### config.mk
export PLATFORM = sky130hd
export DESIGN_NAME = image_screen_flat
export DESIGN_NICKNAME = d
export VERILOG_FILES = /design/src/rtl/game_pkg.sv /design/src/rtl/game_if.sv /design/src/rtl/signal_delay.sv /design/src/rtl/image_screen.sv /design/src/flat_wrapper.sv
export SDC_FILE = /design/constraint.sdc
export NUM_CORES = 1
export LEC_CHECK = 0
export ABC_AREA = 1
export BUFFER_PORTS_ARGS = -buffer_cell sky130_fd_sc_hd__buf_2
export CAP_MARGIN = 15
export CELL_PAD_IN_SITES_DETAIL_PLACEMENT = 2
export CELL_PAD_IN_SITES_GLOBAL_PLACEMENT = 2
export CORE_MARGIN = 5
export CORE_UTILIZATION = 32
export CTS_CLUSTER_SIZE = 8
export DETAILED_ROUTE_END_ITERATION = 8
export PLACE_DENSITY = 0.77
export SETUP_SLACK_MARGIN = 0.05
export SYNTH_ARGS = -nofsm -noshare
export SYNTH_HDL_FRONTEND = slang
export SYNTH_SLANG_ARGS = --single-unit
### constraint.sdc
create_clock -name clk -period 0.9 [get_ports clk]
set_input_delay 0.18 -clock clk [delete_from_list [all_inputs] [get_ports clk]]
set_output_delay 0.18 -clock clk [all_outputs]
set_load 0.01 [all_outputs]
### src/rtl/game_pkg.sv
// Shared definitions for the game screen path: screen geometry, colour constants
// and the widths of the game_if timing bundle.
package game_pkg;
  localparam int SCREEN_WIDTH  = 1024;
  localparam int SCREEN_HEIGHT = 768;

  localparam int HCOUNT_W = 11;
  localparam int VCOUNT_W = 11;
  localparam int RGB_W    = 12;
  localparam int TIMING_W = HCOUNT_W + VCOUNT_W + 4;

  localparam logic [RGB_W-1:0] RGB_BG_DEFAULT = 12'h000;
  localparam logic [RGB_W-1:0] RGB_TRANSP_KEY = 12'hF0F;

  // Timing bundle as it travels through the retiming pipeline.
  typedef struct packed {
    logic [HCOUNT_W-1:0] hcount;
    logic [VCOUNT_W-1:0] vcount;
    logic                hsync;
    logic                vsync;
    logic                hblnk;
    logic                vblnk;
  } timing_t;
endpackage

### src/rtl/game_if.sv
// Video timing + pixel colour bundle passed between screen layers.
//  in  modport : consumer side (all signals are inputs)
//  out modport : producer side (all signals are outputs)
interface game_if;
  import game_pkg::*;

  logic [HCOUNT_W-1:0] hcount;
  logic [VCOUNT_W-1:0] vcount;
  logic                hsync;
  logic                vsync;
  logic                hblnk;
  logic                vblnk;
  logic [RGB_W-1:0]    rgb;

  modport in  (input  hcount, vcount, hsync, vsync, hblnk, vblnk, rgb);
  modport out (output hcount, vcount, hsync, vsync, hblnk, vblnk, rgb);
endinterface

### src/rtl/signal_delay.sv
// Fixed-length shift register used to retime side signals to the ROM latency.
//  clk    in  1      clock
//  rst_n  in  1      asynchronous active-low reset, clears every stage to 0
//  din    in  WIDTH  value entering the delay line
//  dout   out WIDTH  din delayed by CLK_DEL cycles (CLK_DEL >= 1)
module signal_delay #(
  parameter int WIDTH   = 1,
  parameter int CLK_DEL = 1
) (
  input  logic             clk,
  input  logic             rst_n,
  input  logic [WIDTH-1:0] din,
  output logic [WIDTH-1:0] dout
);
  logic [WIDTH-1:0] sr_q [CLK_DEL];
  logic [WIDTH-1:0] sr_d [CLK_DEL];

  always_comb begin
    sr_d[0] = din;
    for (int i = 1; i < CLK_DEL; i++) begin
      sr_d[i] = sr_q[i-1];
    end
  end

  always_ff @(posedge clk or negedge rst_n) begin
    if (!rst_n) begin
      for (int i = 0; i < CLK_DEL; i++) begin
        sr_q[i] <= '0;
      end
    end else begin
      sr_q <= sr_d;
    end
  end

  assign dout = sr_q[CLK_DEL-1];
endmodule

### src/rtl/image_screen.sv
// Image layer: places a (possibly upscaled, possibly animated) ROM image at
// (X0,Y0), drives the ROM address, composites the ROM pixel over a background
// and retimes the game_if timing to the ROM latency (total latency ROM_LATENCY+2).
//  clk, rst_n   clock, asynchronous active-low reset
//  anim_en      1: animation frame counter advances on vsync rising edges
//  restart      1-cycle pulse: frame and hold counters back to 0
//  rgb_pixel    ROM data, ROM_LATENCY cycles after pixel_addr
//  in / out     timing + rgb from previous layer / retimed composited output
//  pixel_addr   registered ROM address
//  frame_idx    current animation frame
module image_screen
  import game_pkg::*;
#(
  parameter int               IMG_W       = 1024,
  parameter int               IMG_H       = 768,
  parameter int               X0          = 0,
  parameter int               Y0          = 0,
  parameter int               SCALE_LOG2  = 0,
  parameter int               NUM_FRAMES  = 1,
  parameter int               FRAME_HOLD  = 8,
  parameter int               ROM_LATENCY = 1,
  parameter int               ADDR_W      = 20,
  parameter int               BG_MODE     = 0,
  parameter logic [RGB_W-1:0] BG_RGB      = RGB_BG_DEFAULT,
  parameter int               TRANSP_EN   = 0,
  parameter logic [RGB_W-1:0] TRANSP_RGB  = RGB_TRANSP_KEY,
  localparam int              FRAME_W     = $clog2(NUM_FRAMES) + 1
) (
  input  logic               clk,
  input  logic               rst_n,
  input  logic               anim_en,
  input  logic               restart,
  input  logic [RGB_W-1:0]   rgb_pixel,
  game_if.in                 in,
  game_if.out                out,
  output logic [ADDR_W-1:0]  pixel_addr,
  output logic [FRAME_W-1:0] frame_idx
);
  localparam int HOLD_W = $clog2(FRAME_HOLD) + 1;
  localparam int X_END  = X0 + (IMG_W << SCALE_LOG2);
  localparam int Y_END  = Y0 + (IMG_H << SCALE_LOG2);

  localparam logic [31:0]         FRAME_SZ   = 32'(IMG_W * IMG_H);
  localparam logic [31:0]         IMG_W32    = 32'(IMG_W);
  localparam logic [HOLD_W-1:0]   HOLD_LAST  = HOLD_W'(FRAME_HOLD - 1);
  localparam logic [FRAME_W-1:0]  FRAME_LAST = FRAME_W'(NUM_FRAMES - 1);

  if (64'(NUM_FRAMES) * 64'(IMG_W) * 64'(IMG_H) > (64'd1 << ADDR_W)) begin : g_addr_w_check
    $error("image_screen: ADDR_W too narrow for NUM_FRAMES*IMG_W*IMG_H");
  end

  logic [ADDR_W-1:0]  addr_d, addr_q;
  logic               inside_d, inside_q;
  logic [FRAME_W-1:0] frame_d, frame_q;
  logic [HOLD_W-1:0]  hold_d, hold_q;
  logic               vsync_q;
  logic               vs_edge;
  timing_t            tim_in, tim_dly, tim_q;
  logic [RGB_W-1:0]   bg_in_dly, bg, rgb_d, rgb_q;
  logic               inside_dly;
  logic [TIMING_W+RGB_W-1:0] bundle_dly;
  int                 hc_i, vc_i;
  logic [31:0]        rel_x, rel_y;

  // S0: window test and ROM address. Compare before subtracting so that
  // positions left of / above the image never underflow into a valid address.
  always_comb begin
    hc_i     = 32'(in.hcount);
    vc_i     = 32'(in.vcount);
    inside_d = (hc_i >= X0) && (hc_i < X_END) && (vc_i >= Y0) && (vc_i < Y_END);
    rel_x    = 32'(hc_i - X0) >> SCALE_LOG2;
    rel_y    = 32'(vc_i - Y0) >> SCALE_LOG2;
    addr_d   = '0;
    if (inside_d) begin
      addr_d = ADDR_W'(32'(frame_q) * FRAME_SZ + rel_y * IMG_W32 + rel_x);
    end
  end

  // Animation counters; only a vsync rising edge can move the frame, so the
  // image never changes mid-frame. restart wins over a simultaneous edge.
  always_comb begin
    hold_d  = hold_q;
    frame_d = frame_q;
    vs_edge = in.vsync & ~vsync_q;
    if (restart) begin
      hold_d  = '0;
      frame_d = '0;
    end else if (vs_edge && anim_en) begin
      if (hold_q == HOLD_LAST) begin
        hold_d  = '0;
        frame_d = (frame_q == FRAME_LAST) ? '0 : frame_q + FRAME_W'(1);
      end else begin
        hold_d = hold_q + HOLD_W'(1);
      end
    end
  end

  assign tim_in = {in.hcount, in.vcount, in.hsync, in.vsync, in.hblnk, in.vblnk};

  // S1..S(ROM_LATENCY+1): timing and background arrive together with rgb_pixel.
  signal_delay #(.WIDTH(TIMING_W + RGB_W), .CLK_DEL(ROM_LATENCY + 1)) u_timing_dly (
    .clk  (clk),
    .rst_n(rst_n),
    .din  ({tim_in, in.rgb}),
    .dout (bundle_dly)
  );

  // inside_q is already one stage in, so it needs ROM_LATENCY more.
  signal_delay #(.WIDTH(1), .CLK_DEL(ROM_LATENCY)) u_inside_dly (
    .clk  (clk),
    .rst_n(rst_n),
    .din  (inside_q),
    .dout (inside_dly)
  );

  assign tim_dly   = bundle_dly[TIMING_W+RGB_W-1:RGB_W];
  assign bg_in_dly = bundle_dly[RGB_W-1:0];

  // Output stage: blanking forces black, otherwise image over background.
  always_comb begin
    bg = (BG_MODE != 0) ? bg_in_dly : BG_RGB;
    if (tim_dly.hblnk | tim_dly.vblnk) begin
      rgb_d = '0;
    end else if (!inside_dly) begin
      rgb_d = bg;
    end else if ((TRANSP_EN != 0) && (rgb_pixel == TRANSP_RGB)) begin
      rgb_d = bg;
    end else begin
      rgb_d = rgb_pixel;
    end
  end

  always_ff @(posedge clk or negedge rst_n) begin
    if (!rst_n) begin
      addr_q   <= '0;
      inside_q <= 1'b0;
      frame_q  <= '0;
      hold_q   <= '0;
      vsync_q  <= 1'b0;
      tim_q    <= '0;
      rgb_q    <= '0;
    end else begin
      addr_q   <= addr_d;
      inside_q <= inside_d;
      frame_q  <= frame_d;
      hold_q   <= hold_d;
      vsync_q  <= in.vsync;
      tim_q    <= tim_dly;
      rgb_q    <= rgb_d;
    end
  end

  assign out.hcount = tim_q.hcount;
  assign out.vcount = tim_q.vcount;
  assign out.hsync  = tim_q.hsync;
  assign out.vsync  = tim_q.vsync;
  assign out.hblnk  = tim_q.hblnk;
  assign out.vblnk  = tim_q.vblnk;
  assign out.rgb    = rgb_q;
  assign pixel_addr = addr_q;
  assign frame_idx  = frame_q;
endmodule

### src/flat_wrapper.sv
// flat-port wrapper written by rule: the top's interface ports become plain ports
module image_screen_flat import game_pkg::*;
#(
  parameter int               IMG_W       = 1024,
  parameter int               IMG_H       = 768,
  parameter int               X0          = 0,
  parameter int               Y0          = 0,
  parameter int               SCALE_LOG2  = 0,
  parameter int               NUM_FRAMES  = 1,
  parameter int               FRAME_HOLD  = 8,
  parameter int               ROM_LATENCY = 1,
  parameter int               ADDR_W      = 20,
  parameter int               BG_MODE     = 0,
  parameter logic [RGB_W-1:0] BG_RGB      = RGB_BG_DEFAULT,
  parameter int               TRANSP_EN   = 0,
  parameter logic [RGB_W-1:0] TRANSP_RGB  = RGB_TRANSP_KEY,
  localparam int              FRAME_W     = $clog2(NUM_FRAMES) + 1
)
  (clk, rst_n, anim_en, restart, rgb_pixel, pixel_addr, frame_idx, in_hcount, in_vcount, in_hsync, in_vsync, in_hblnk, in_vblnk, in_rgb, out_hcount, out_vcount, out_hsync, out_vsync, out_hblnk, out_vblnk, out_rgb);
  game_if in_i ();
  game_if out_i ();
  input  logic clk;
  input  logic rst_n;
  input  logic anim_en;
  input  logic restart;
  input  logic [RGB_W-1:0] rgb_pixel;
  output logic [ADDR_W-1:0] pixel_addr;
  output logic [FRAME_W-1:0] frame_idx;
  input wire logic [$bits(in_i.hcount)-1:0] in_hcount;
  input wire logic [$bits(in_i.vcount)-1:0] in_vcount;
  input wire logic [$bits(in_i.hsync)-1:0] in_hsync;
  input wire logic [$bits(in_i.vsync)-1:0] in_vsync;
  input wire logic [$bits(in_i.hblnk)-1:0] in_hblnk;
  input wire logic [$bits(in_i.vblnk)-1:0] in_vblnk;
  input wire logic [$bits(in_i.rgb)-1:0] in_rgb;
  output wire logic [$bits(out_i.hcount)-1:0] out_hcount;
  output wire logic [$bits(out_i.vcount)-1:0] out_vcount;
  output wire logic [$bits(out_i.hsync)-1:0] out_hsync;
  output wire logic [$bits(out_i.vsync)-1:0] out_vsync;
  output wire logic [$bits(out_i.hblnk)-1:0] out_hblnk;
  output wire logic [$bits(out_i.vblnk)-1:0] out_vblnk;
  output wire logic [$bits(out_i.rgb)-1:0] out_rgb;
  assign in_i.hcount = in_hcount;
  assign in_i.vcount = in_vcount;
  assign in_i.hsync = in_hsync;
  assign in_i.vsync = in_vsync;
  assign in_i.hblnk = in_hblnk;
  assign in_i.vblnk = in_vblnk;
  assign in_i.rgb = in_rgb;
  assign out_hcount = out_i.hcount;
  assign out_vcount = out_i.vcount;
  assign out_hsync = out_i.hsync;
  assign out_vsync = out_i.vsync;
  assign out_hblnk = out_i.hblnk;
  assign out_vblnk = out_i.vblnk;
  assign out_rgb = out_i.rgb;
  image_screen #(.IMG_W(IMG_W), .IMG_H(IMG_H), .X0(X0), .Y0(Y0), .SCALE_LOG2(SCALE_LOG2), .NUM_FRAMES(NUM_FRAMES), .FRAME_HOLD(FRAME_HOLD), .ROM_LATENCY(ROM_LATENCY), .ADDR_W(ADDR_W), .BG_MODE(BG_MODE), .BG_RGB(BG_RGB), .TRANSP_EN(TRANSP_EN), .TRANSP_RGB(TRANSP_RGB)) u_core (.clk(clk), .rst_n(rst_n), .anim_en(anim_en), .restart(restart), .rgb_pixel(rgb_pixel), .in(in_i), .out(out_i), .pixel_addr(pixel_addr), .frame_idx(frame_idx));
endmodule
==> results.toml, run 1 <==
[power_and_ir_drop]
combPwrFrac = 0.080
pwr-share-clk = 0.338
switchingPower_mw = 2.015
p_total_mw = 9.147
p_sw_frac = 0.2202
powerDensity_mw_per_mm2 = 1950
p_int_mw = 7.133
max-vdd-ir-drop_v = 0.0006842
p_leak_nw = 2.441
pwr-share-seq = 0.582

[sta]
period_share = 1.200
fin_skew_ns = 0.007856
fmax_ghz = 0.9262
rsz0062_at_grt = "yes"
slew_viol_final = 0
setup_slack_ns = -0.1797
setup_viol = 62
hold_viol_final = 0
finalCriticalPeriod_ns = 1.080

[min_path]
whs_path_depth = 3
worstHoldPathType = "in -> reg"

[grt]
grt_start_max_net_pins = 51
antenna_found_initial = 0
first_global_vias = 2406
grt_overflow = 0
grt_usage = 0.1340
grt_pass1_wl_mm = 12.77

[logic_synthesis]
syn_nets = 273
avgSynthCellArea_sq_um = 15.11
yosys_register_bits = 112
syn_area_sq_mm = 0.003279
yosys_warnings = 0
synth_cell_types = 19
synth_seq_area_share = 0.8546
syn_inst = 217

[die]
rows = 37
core_area_sq_mm = 0.01014
die-area_sq_mm = 0.01237
die_w_microns = 111.2
initial_core_util = 0.3235
die_h_microns = 111.2
io_pins = 113

[routing]
route.vias.total = 2022
vias_per_cell = 4.044
drt_iter0_drc = 34
drt_pass1_iterations = 4
wl_per_cell_microns = 15.72
drc = 0
drt-total-wl_mm = 7.861
drtAntennaViolNets = 0

[run]
drv_cap = 0

[cells_and_area]
area_growth_pct = 43.04
drive_above_1_share = 0.3956
postLayoutCoreUtil = 0.4627
fillers = 1019
fin_area_sq_mm = 0.004691
antenna_cells = 0
nNetsFinal = 416

[outcome]
violations = "setup timing"
outcome = "finished with violations"

[place]
dp.final_hpwl_mm = 5.342
io_buffers = 97
gp_congestion = 0.7061
post_dp_cell_area_sq_mm = 0.004040
place_ws_ns = -0.2579

[setup_path]
path_depth = 1
slowest_delay_ns = 0.39
cp.buffers_inverters = 1
crit_slowest_cell = "dfrtp_1"
critPathKind = "reg -> out"
critical_path_arrival_ns = 0.90
critPathLaunchType = "register"
worst-path-max-fanout = 1
rr_worst_depth = 3
endpoint_kind = "primary output"
path_cells = "buf_2"
required_ns = 0.72
cp_top_family = "flip-flops"

[clocking]
clk_path_buf_depth = 2
cts_tree = "done"
numClockSinks = 112
clock_latency_ns = 0.36
cts_buffers = 9
root_buffer = "clkbuf_8"
h-tree-depth = 3
clk_transition_reported_paths_ns = 0.10
flip-flops by register name, summed over array words and instances (netlist names):
name / cells
u_core.out.hcount: 11
u_core.u_timing_dly.dout: 26
u_core.out.hsync: 1
u_core.out.hblnk: 1
u_core.inside_q: 1
u_core.out.vblnk: 1
u_core.pixel_addr: 20
u_core.u_timing_dly.sr_d: 26
u_core.out.vcount: 11
u_core.u_inside_dly.dout: 1
u_core.out.vsync: 1
u_core.out.rgb: 12
worst reg2reg max path: stages, from the launching register on:
cell     delay (ns)
dfrtp_1        0.42
nor2_4         0.19
nand2_4        0.13
nor2_2         0.11
what timing repair did:
action	in CTS	in global routing
setup endpoints to repair	70	70
pin swaps	2	1
hold buffers	26	0
buffers inserted	1	1
hold endpoints to repair	137	0
cloned	1	0
gates resized for setup	27	11
cells in the mapped netlist (all sizes together):
| master | count | share of area |
|---|---|---|
| inv | 31 | 0.035 |
| o21ai | 1 | 0.0015 |
| a21oi | 4 | 0.0061 |
| nand3 | 5 | 0.013 |
| nand2 | 16 | 0.020 |
| nor3b | 1 | 0.0023 |
| dfrtp | 112 | 0.85 |
| conb | 1 | 0.0011 |
| nor2 | 40 | 0.050 |
| buf | 3 | 0.0061 |
| ha | 2 | 0.0076 |
| xor2 | 1 | 0.0027 |
cell families after synthesis:
family / count (synthesis) / synth area share
AO/OA/AOI/OAI: 5 / 0.007629
XOR/XNOR: 1 / 0.002671
adder cells (fa/ha/maj): 2 / 0.007629
buffers and inverters: 34 / 0.04158
flip-flops: 112 / 0.8546
other: 1 / 0.001144
AND/OR/NAND/NOR: 62 / 0.08470
final cells by class:
cell class	count	area, sq um	share of cell area
inverter	31	116.4	0.02481
clock inverter	4	70.07	0.01494
timing repair buffer	134	968.4	0.2065
sequential	112	2803	0.5975
tap	136	170.2	0.03628
clock buffer	11	131.4	0.02801
multi-input combinational	72	431.7	0.09202
through the flow:
step           TNS [ns]  std cells  hold WS (ns)
3_5_place_dp     -2.812        456      0.008600
5_1_grt          -11.76        500       0.01779
3_3_place_gp     -1.213        456      0.004362
2_1_floorplan  -0.03007        217       -0.1156
6_report         -8.472        500       0.04332
4_1_cts          -10.32        499      0.001746
final timing paths:
| check | from | to | slack [ns] |
|---|---|---|---|
| min | rgb_pixel[4] | u_core.out.rgb[4] | 0.04 |
| min in group asynchronous | rst_n | u_core.u_timing_dly.sr_d[16] | 0.16 |
| max | u_core.out.vcount[1] | out_vcount[1] | -0.18 |
| min reg2reg | u_core.u_timing_dly.sr_d[15] | u_core.u_timing_dly.dout[15] | 0.35 |
| max in group asynchronous | rst_n | u_core.u_timing_dly.sr_d[32] | 0.26 |
| max reg2reg | u_core.u_timing_dly.dout[12] | u_core.out.rgb[1] | -0.01 |
layer usage:
metal  part of all wire  GRT usage
met5                  0          0
met4              0.015    0.06813
met3              0.037    0.02566
met2               0.56     0.2437
met1               0.39     0.1478
cell usage in the layout (no fill, tap or decap):
master / instances
dfrtp_1: 112
buf_2: 78
inv_1: 30
nor2_1: 26
dlygate4sd3_1: 26
buf_6: 18
nand2_1: 13
nor2_2: 10
buf_4: 10
clkbuf_8: 9
nor2_4: 4
a21oi_1: 4
nand2_4: 3
nand3_1: 3
ha_4: 2
clkbuf_1: 2
bufinv_16: 2
clkinv_2: 2
buf_12: 2
nand2_2: 1
nand3_4: 1
inv_2: 1
nor3b_1: 1
nand3_2: 1
o21ai_1: 1
xor2_1: 1
conb_1: 1
power groups by stage:
stage                     Clock (mW)  Combinational, mW  Sequential, mW
after detailed placement           0              0.593            5.41
after CTS                       3.22              0.726            5.33
final                           3.10              0.728            5.32
after floorplan                    0              0.122            5.45
after global routing            3.46              0.810            5.35
after global placement             0              0.567            5.39
(Power assumes the default switching activity.)
==> run 2, diff against run 1 <==
--- a/config.mk
+++ b/config.mk
@@ -11,10 +11,10 @@
 export CELL_PAD_IN_SITES_DETAIL_PLACEMENT = 2
 export CELL_PAD_IN_SITES_GLOBAL_PLACEMENT = 2
 export CORE_MARGIN = 5
-export CORE_UTILIZATION = 32
+export CORE_UTILIZATION = 35
 export CTS_CLUSTER_SIZE = 8
 export DETAILED_ROUTE_END_ITERATION = 8
-export PLACE_DENSITY = 0.77
+export PLACE_DENSITY = 0.83
 export SETUP_SLACK_MARGIN = 0.05
 export SYNTH_ARGS = -nofsm -noshare
 export SYNTH_HDL_FRONTEND = slang
==> constraint.sdc (replaced) <==
create_clock -name clk -period 1.4 [get_ports clk]
set_input_delay 0.28 -clock clk [delete_from_list [all_inputs] [get_ports clk]]
set_output_delay 0.28 -clock clk [all_outputs]
set_load 0.01 [all_outputs]
==> run 2 against run 1 <==
Compared with the run above: the run now ends clean; hold slack worse by 0.010 ns; worst setup slack better by 0.41 ns; sequential share of layout area increased by 7.3 points; clock-buffer cell count increased by 1; via count is 4.4% lower; total power is 38% lower; final area shrank 11%; core utilization shrank 0.84 points; wire length decreased by 11%; sequential cell count stayed put; clock skew is essentially flat; die area fell by 7.8%.
==> results.toml, run 2 (synthesis gave the netlist of run 1 again) <==
[routing]
drtAntennaViolNets = 0
drt_pass1_iterations = 4
wl_per_cell_microns = 15.71
drt-total-wl_mm = 7.008
route.vias.total = 1934
drc = 0
vias_per_cell = 4.336
drt_iter0_drc = 44

[setup_path]
path_depth = 1
crit_slowest_cell = "dfrtp_1"
cp.buffers_inverters = 1
r2r-end = "u_core.out.rgb[7]"
critPathLaunchType = "register"
crit_end = "out_hcount[2]"
slowest_delay_ns = 0.39
timing.rr.start = "u_core.u_timing_dly.dout[12]"
crit_start = "u_core.out.hcount[2]"
endpoint_kind = "primary output"
worst-path-max-fanout = 1
cp_top_family = "flip-flops"
path_cells = "buf_2"
critPathKind = "reg -> out"
rrSetupSlack_ns = 0.35
required_ns = 1.12
rr_worst_depth = 3
critical_path_arrival_ns = 0.89

[grt]
grt_pass1_wl_mm = 11.43
first_global_vias = 2269
grt_usage = 0.1318
antenna_found_initial = 0
grt_overflow = 0
grt_start_max_net_pins = 42

[cells_and_area]
nNetsFinal = 386
area_growth_pct = 27.39
multi_input_area_sq_um = 340.3
final_common_cell = "dfrtp_1"
drive_above_1_share = 0.3701
regArea_sq_mm = 0.002803
most-common-layout-cells = "dfrtp_1, buf_2, nor2_1"
fillers = 939
antenna_cells = 0
fin_area_sq_mm = 0.004178

[power_and_ir_drop]
switchingPower_mw = 1.276
p_int_mw = 4.388
pwr-share-seq = 0.603
powerDensity_mw_per_mm2 = 1356
p_leak_nw = 2.252
pwr-share-clk = 0.335
p_total_mw = 5.663
p_sw_frac = 0.2253
max-vdd-ir-drop_v = 0.0004274
combPwrFrac = 0.063

[clocking]
cts_buffers = 9
clk_transition_reported_paths_ns = 0.10
clk_path_buf_depth = 2
clock_latency_ns = 0.35
cts_tree = "done"
post_cts_buffers = 0
root_buffer = "clkbuf_8"
h-tree-depth = 3
cts_resized = 0
hold_buffers = 1
numClockSinks = 112

[die]
die_h_microns = 106.8
die-area_sq_mm = 0.01141
core_area_sq_mm = 0.009196
rows = 35
die_w_microns = 106.8
initial_core_util = 0.3566
io_pins = 113

[sta]
rsz0062_at_grt = "no"
fmax_ghz = 0.8581
period_share = 0.8324
final.setup.tns_ns = 0
setup_slack_ns = 0.2346
finalCriticalPeriod_ns = 1.165
slew_viol_final = 0
fin_skew_ns = 0.007783
hold_viol_final = 0
setup_viol = 0

[run]
drv_cap = 0

[min_path]
worstHoldPathType = "in -> reg"

[place]
place_ws_ns = 0.05462
dp.final_hpwl_mm = 5.282
gp_congestion = 0.7751
io_buffers = 97
post_dp_cell_area_sq_mm = 0.003949

[outcome]
outcome = "complete, no violations"
run 2: changes by cell type in the layout (fill, tap and decap cells not counted), sizes merged:
| cell | before | now |
|---|---|---|
| buf | 108 | 102 |
| clkbuf | 11 | 12 |
| clkinvlp | 0 | 2 |
| dlygate4sd3 | 26 | 3 |
| bufinv | 2 | 1 |
| nand2 | 17 | 16 |
| clkinv | 2 | 1 |
run 2: power by group through the flow:
stage / registers (mW) / clock network, mW / logic (mW)
after floorplan: 3.50 / 0 / 0.0727
after global placement: 3.47 / 0 / 0.344
after detailed placement: 3.48 / 0 / 0.362
after CTS: 3.42 / 1.98 / 0.366
after global routing: 3.43 / 2.13 / 0.403
final: 3.41 / 1.90 / 0.355
run 2: per-layer routing:
layer / vias up / wire (microns) / GRT usage
li1: 862 / - / -
met1: 992 / 2690 / 0.1448
met2: 71 / 3743 / 0.2374
met3: 9 / 454 / 0.03793
met4: 0 / 119 / 0.05479
met5: - / 0 / 0
run 2: layout make-up:
class                           count  share of cell area
Clock buffer                       12             0.03474
Inverter                           31             0.02785
Multi-Input combinational cell     71             0.08146
Tap cell                          111             0.03324
Timing Repair Buffer              105              0.1390
Clock inverter                      4             0.01288
Sequential cell                   112              0.6709
run 2: worst min-delay path by stage:
stage,start,end,cells after the start
2_1_floorplan,rst_n,u_core.inside_q,0
3_3_place_gp,rst_n,u_core.out.vblnk,1
3_5_place_dp,rst_n,u_core.out.rgb[0],1
4_1_cts,in_hsync,u_core.u_timing_dly.sr_d[15],1
5_1_grt,in_vsync,u_core.u_timing_dly.sr_d[14],1
6_report,in_vsync,u_core.u_timing_dly.sr_d[14],1
run 2: stage by stage:
stage,hold WS (ns),util,instances
after global routing,-0.001030,0.4543,446
after CTS,0.002911,0.4521,444
after detailed placement,0.1971,0.4294,427
after global placement,0.1885,0.4294,427
final,0.03320,0.4543,446
after floorplan,-0.01559,-,217
